--- config.mk ---
export PLATFORM = sky130hd
export DESIGN_NAME = z80_vram_port
export DESIGN_NICKNAME = d
export VERILOG_FILES = /design/src/rtl/z80_vram_port.sv
export SDC_FILE = /design/constraint.sdc
export NUM_CORES = 1
export LEC_CHECK = 0
export CORE_MARGIN = 2
export CORE_UTILIZATION = 40
export CTS_CLUSTER_DIAMETER = 100
export DETAILED_ROUTE_END_ITERATION = 12
export PLACE_DENSITY = 0.67
export SYNTH_ARGS = -nofsm -noshare
export SYNTH_HDL_FRONTEND = slang
export SYNTH_SLANG_ARGS = --single-unit
--- constraint.sdc ---
create_clock -name clk64 -period 2.84 [get_ports clk64]
set_input_delay 0.71 -clock clk64 [delete_from_list [all_inputs] [get_ports clk64]]
set_output_delay 0.71 -clock clk64 [all_outputs]
set_load 0.02 [all_outputs]
--- src/rtl/z80_vram_port.sv ---
// z80_vram_port: Z80 I/O-port front end that queues VRAM writes for an SDRAM writer.
// Optional VRAM_AUTOINC_EN: post-increment vram_addr on every data-port write.
module z80_vram_port #(
    parameter logic [7:0] BASE_PORT = 8'h40,
    parameter int         FIFO_AW   = 2
) (
    input  logic        clk64,
    input  logic        RESET,
    input  logic        IORQ,
    input  logic        WR,
    input  logic [7:0]  A,
    input  logic [7:0]  D,
    output logic        wr_valid,
    input  logic        wr_ready,
    output logic [15:0] wr_addr,
    output logic [7:0]  wr_data,
    output logic        overflow,
    output logic [15:0] vram_addr
);
    localparam int PW    = FIFO_AW + 1;
    localparam int DEPTH = 1 << FIFO_AW;

    typedef struct packed {
        logic       iorq;
        logic       wr;
        logic [7:0] a;
        logic [7:0] d;
    } bus_t;

    bus_t            bus_0_q, bus_1_q, bus_2_q;
    logic            ev, ev_lo, ev_hi, ev_data, ev_ctrl;
    logic            push_d, push_q;
    logic [23:0]     pdat_d, pdat_q;
    logic [15:0]     vaddr_d, vaddr_q;
    logic            ovf_d, ovf_q;
    logic [PW-1:0]   wptr_d, wptr_q, rptr_d, rptr_q;
    logic [23:0]     mem_q [DEPTH];
    logic            empty, full, pop, push_ok;

    always_comb begin
        // Event on the /WR rising edge while /IORQ is still low, seen at the end of the chain
        ev      = !bus_2_q.iorq && !bus_2_q.wr && bus_1_q.wr;
        ev_lo   = ev && (bus_2_q.a == BASE_PORT);
        ev_hi   = ev && (bus_2_q.a == BASE_PORT + 8'd1);
        ev_data = ev && (bus_2_q.a == BASE_PORT + 8'd2);
        ev_ctrl = ev && (bus_2_q.a == BASE_PORT + 8'd3);
        empty   = wptr_q == rptr_q;
        full    = (wptr_q[FIFO_AW] != rptr_q[FIFO_AW]) &&
                  (wptr_q[FIFO_AW-1:0] == rptr_q[FIFO_AW-1:0]);
        pop     = !empty && wr_ready;
        push_ok = push_q && (!full || pop);
        push_d  = ev_data;
        pdat_d  = {vaddr_q, bus_2_q.d};
        vaddr_d = ev_lo ? {vaddr_q[15:8], bus_2_q.d} :
                  ev_hi ? {bus_2_q.d, vaddr_q[7:0]} : vaddr_q;
`ifdef VRAM_AUTOINC_EN
        vaddr_d = ev_data ? vaddr_q + 16'd1 : vaddr_d;
`else
        vaddr_d = vaddr_d;
`endif
        ovf_d   = (ovf_q && !(ev_ctrl && bus_2_q.d[0])) || (push_q && !push_ok);
        wptr_d  = push_ok ? wptr_q + PW'(1) : wptr_q;
        rptr_d  = pop ? rptr_q + PW'(1) : rptr_q;
    end

    always_ff @(posedge clk64 or negedge RESET) begin
        if (!RESET) begin
            bus_0_q <= '1;
            bus_1_q <= '1;
            bus_2_q <= '1;
            push_q  <= 1'b0;
            pdat_q  <= '0;
            vaddr_q <= '0;
            ovf_q   <= 1'b0;
            wptr_q  <= '0;
            rptr_q  <= '0;
        end else begin
            bus_0_q <= '{iorq: IORQ, wr: WR, a: A, d: D};
            bus_1_q <= bus_0_q;
            bus_2_q <= bus_1_q;
            push_q  <= push_d;
            pdat_q  <= pdat_d;
            vaddr_q <= vaddr_d;
            ovf_q   <= ovf_d;
            wptr_q  <= wptr_d;
            rptr_q  <= rptr_d;
        end
    end

    always_ff @(posedge clk64) begin
        if (push_ok) mem_q[wptr_q[FIFO_AW-1:0]] <= pdat_q;
    end

    assign wr_valid           = !empty;
    assign {wr_addr, wr_data} = mem_q[rptr_q[FIFO_AW-1:0]];
    assign overflow           = ovf_q;
    assign vram_addr          = vaddr_q;
endmodule

Word-level counts from Yosys, hierarchy flattened
Memory sizes are Yosys's and may differ from the RTL's. Cells that the tools add are included. Widths: inputs -> output; s select.

Register bits after elaboration: 102. RAM bits: 96. Bits of input ports: 21. Output and inout port bits: 42. Memories kept: 1.

Memories: mem_q (words 4, width 24, rd ports 1, clocked after Yosys merged registers in 0, write ports 1, line 37) `logic [23:0] mem_q [DEPTH];`.

Add/sub/neg operators: 2. Eq/ne operators: 7. Multiplexer cells: 3. Bitwise gates (word level): 1. Reduce and logical (&&, ||, !) cells: 21.

Operators with widths (number): $eq 8x7->1 const B (4); $logic_and 1x1->1 (12); $mux 8 (1); $add 3x1->3 const B (2); $logic_not 1->1 (6); $eq 3x3->1 (1); $eq 2x2->1 (1); $logic_or 1x1->1 (2); $mux 1 (2); $reduce_and 2->1 (1); $ne 1x1->1 (1); $not 1->1 (1).

Logic depth before layout (Yosys ltp)
Gate-level depths: netlist of run 1.

Word-level depth: 8. Mapped depth: 5. Gate-level depth less buffers: 4.

Least setup slack after synthesis of run 1
OpenSTA, ideal clock, no wires.

Path kind: register to output. Start: register rptr_q[0]. End: output wr_addr[12]. Arrival time: 1.469 ns. Data required time: 2.130 ns. Path slack: 0.661 ns. Stages on the path, launching flop included: 4. Buffers on the path: 2. Cells stage by stage: dfrtp_1 buf_2 buf_2 mux4_2.

Longest elaborated chain between the ends: 1.

RTL lines: from (decl) (line 36) `logic [PW-1:0] wptr_d, wptr_q, rptr_d, rptr_q;`; from (signal assigned) (line 86) `rptr_q <= rptr_d;`; $mem_v2 4x24; to (decl) (line 15) `output logic [15:0] wr_addr,`.

Every way passes these cells.

Final worst setup path of run 1
Start: register rptr_q[0]. End: output wr_addr[10].

Same word-level chain as after synthesis.

==> results of run 1 <==
==> area by class of cell <==
type,count,share of cell area
timing repair buffer,78,0.0905
clock buffer,19,0.0571
clock inverter,13,0.0129
tap,216,0.0332
inverter,3,0.00138
sequential,198,0.677
multi-input combinational,81,0.128
==> synth_stat cells <==
master / number
buf_2: 4
nor4b_1: 1
dfstp_2: 54
dfrtp_1: 48
o21ai_0: 3
nor2_1: 2
mux2_2: 18
xnor2_1: 4
nor3_1: 1
ha_1: 5
clkbuf_1: 3
edfxtp_1: 96
nand4b_1: 1
nor4_4: 1
or2_2: 1
xor2_1: 2
nand2_1: 5
nand3_1: 3
or4b_4: 1
or3_1: 2
nand4_1: 2
inv_1: 3
and3_1: 4
and2_1: 1
mux4_2: 24
==> registers in the layout, summed over array words and instances, names as in the netlist <==
register   cells
bus_0_q       18
bus_1_q       18
bus_2_q       18
mem_q         96
overflow       1
pdat_q        24
push_q         1
rptr_q         3
vram_addr     16
wptr_q         3
==> stage by stage <==
step,instance area (sq um),setup WS (ns),util,instances
CTS,8130,0.0396,0.508,608
detailed placement,7570,0.328,0.473,574
global route,8130,0.0955,0.508,608
floorplan,6580,0.661,-,289
global placement,7570,0.323,0.473,574
finish,8130,0.187,0.508,608
==> logic make-up (layout without fill, tap and decap cells) <==
kind of cell | after synthesis | after routing
flops | 198 | 198
mux | 42 | 42
simple gates | 25 | 25
buf+inv | 10 | 113
xor+xnor | 6 | 6
fa+ha+maj | 5 | 5
compound gates | 3 | 3
==> worst max-delay path by stage <==
stage                       end  depth (start not counted)
global placement    wr_addr[10]                          3
CTS                    wr_valid                          4
finish              wr_addr[10]                          3
floorplan           wr_addr[12]                          3
global route         wr_addr[7]                          3
detailed placement   wr_addr[7]                          3
==> layout by cell type, fill, tap and decap left out, types with 2 or more instances in the layout <==
cell type        count
edfxtp_1            96
dfstp_2             54
dfrtp_1             47
clkdlybuf4s50_1     36
mux4_2              24
dlygate4sd2_1       24
mux2_2              18
clkbuf_16           18
buf_4               15
inv_6                6
nand2_1              5
ha_1                 5
and3_1               4
xnor2_1              3
inv_1                3
nand3_1              3
o21ai_0              3
clkinv_4             3
inv_4                3
xor2_1               2
nor2_1               2
nand4_1              2
or3_1                2
buf_12               2
==> power breakdown <==
| group | switching [mW] | internal (mW) | total, mW |
|---|---|---|---|
| Sequential | 0.0640 | 3.10 | 3.17 |
| Clock | 1.04 | 1.22 | 2.26 |
| Combinational | 0.638 | 0.621 | 1.26 |
==> per-layer routing <==
metal  global-route usage  vias to the layer above
li1                     -                     1284
met3               0.0400                       11
met5                    0                        -
met1                0.166                     1474
met2                0.225                       63
met4               0.0615                        0
==> repair_timing <==
action                                  in CTS  in global routing
endpoints found under the setup margin      23                  1
setup buffers                                2                  0
pin swaps                                    0                  0
gates resized for setup                     25                  1
hold endpoints to repair                     0                  0
==> summary.txt, run 1 <==
Outcome
  • Status: finished clean

Route
  • Routed WL: 10,600 um
  • Via count: 2,832
  • Routed met3 length: 484 um
  • Final ANT Viol Nets: 0
  • DRT iter0 DRCs: 222
  • Routed len/inst: 17.5 um
  • Met1 Wirelength: 4450 um
  • Vias/cell: 4.66
  • TritonRoute pass-1 iters: 4
  • DRC Markers: 0
  • Routed met2 length: 5560 um
  • Top sig layer: met4

Pwr
  • Max rail drop VDD: 0.476 mV
  • Power, Total: 6.69 mW
  • PD cells: 822 nW/um^2
  • Static leakage: 3.05 nW

STA
  • Setup_tns: 0 ns
  • Crit share post-route: 0.934
  • Final setup fails: 0
  • Hold Slack: 0.303 ns
  • RSZ-0062 raised after global routing: false
  • Clk_skew: 0.00830 ns
  • Fmax: 377 MHz
  • Final Slew Violations: 0
  • Final Hold Viols: 0
  • Max_slew headroom: 0.603
  • Tmin final: 2.65 ns
  • Worst-Margin Slew: 0.596 ns

Synth
  • Synth area leaders: edfxtp_1, dfstp_2, dfrtp_1
  • Synthesized instance count: 289
  • Xor-xnor portion of the synthesized cell area: 0.00799
  • Post-synthesis simple-gate area fraction: 0.0245
  • Netlist cell types: 25
  • Syn Nets: 315
  • Combinational family with the most area after synthesis: multiplexers
  • Post-synthesis mux area share: 0.113
  • Post-synth top area cell: edfxtp_1
  • Avg Inst Size Synth: 22.8 sq um
  • Synth Cell Area: 6580 sq um
  • Seq/Total Area, Yosys: 0.836
  • Complex-gate fraction of the synthesized area: 0.00228
  • Top cell type's share of synthesized area: 0.438
  • Yosys warnings: 0
  • Synthesized-area fraction occupied by adder cells: 0.00951
  • Post-synthesis register bit count: 198

Clock network
  • Clk root buf: clkbuf_16
  • # clock sinks: 198
  • Hold buffers post-CTS: 0
  • Clock Latency Late Sink: 0.42 ns
  • CTS Buf Count: 17
  • Reg clk slew, reported paths: 0.07 ns
  • CTS tree: yes
  • H-tree depth: 4
  • Clock tree buffer depth: 2

Global route
  • Largest net degree at the start of global routing: 60
  • GRT Util Overall: 0.136
  • Global route total overflow: 0
  • Initial antenna violation count: 0
  • Vias in the first global route: 3,080
  • First-pass GRT wire length: 17,400 um

Setup path
  • CP Cell Sequence: buf_4 -> mux4_2 -> dlygate4sd2_1
  • R2r endpoint: vram_addr[1]
  • Setup Crit Path Kind: flip-flop to output port
  • Cell family with most CP delay: buffers and inverters
  • Max FO, Critical Path: 7
  • CP Buf/Inv Count: 2
  • CP Launch Point: rptr_q[0]
  • Worst R2R Setup Slack: 0.75 ns
  • Max incr delay on CP: 0.52 ns
  • Setup crit end kind: output port
  • Critical path data arrival time: 1.94 ns
  • RR Startpoint: bus_2_q[14]
  • Worst Path Required: 2.13 ns
  • R2R depth: 4
  • Crit-path slowest cell: mux4_2
  • Crit start category: flip-flop

Worst hold path
  • Hold Crit Class: input pin to asynchronous set/reset pin

Flow run
  • Max Cap Viol: 0

Cells and area
  • Final nets: 405
  • Multi-input gate area: 1040 sq um
  • Layout Area Growth over Synthesis: 23.6%
  • Fillcell total: 1,345
  • Share of cells above drive strength 1: 0.383
  • Ant. Diodes: 0
  • Register area: 5500 sq um

Floorplanning
  • FP Rows: 46
  • DIE AREA: 17,500 sq um
  • Num ports: 63
  • Core area: 16,000 sq um
  • Die H: 132 um
  • Width of the chip: 132 um
  • Starting Density: 0.411

Placement
  • Routability cong.: 0.752
  • Hpwl dp: 6960 um
  • IO buf count: 62
Note: power is estimated with default switching activity, not from simulation.
==> run 2: changes to the inputs <==
--- a/config.mk
+++ b/config.mk
@@ -8,6 +8,7 @@
 export CORE_MARGIN = 2
 export CORE_UTILIZATION = 40
 export CTS_CLUSTER_DIAMETER = 100
+export CTS_CLUSTER_SIZE = 14
 export DETAILED_ROUTE_END_ITERATION = 12
 export PLACE_DENSITY = 0.67
 export SYNTH_ARGS = -nofsm -noshare
==> results of run 2 <==
No change in the layout: final DEF, timing and power equal those of run 1.
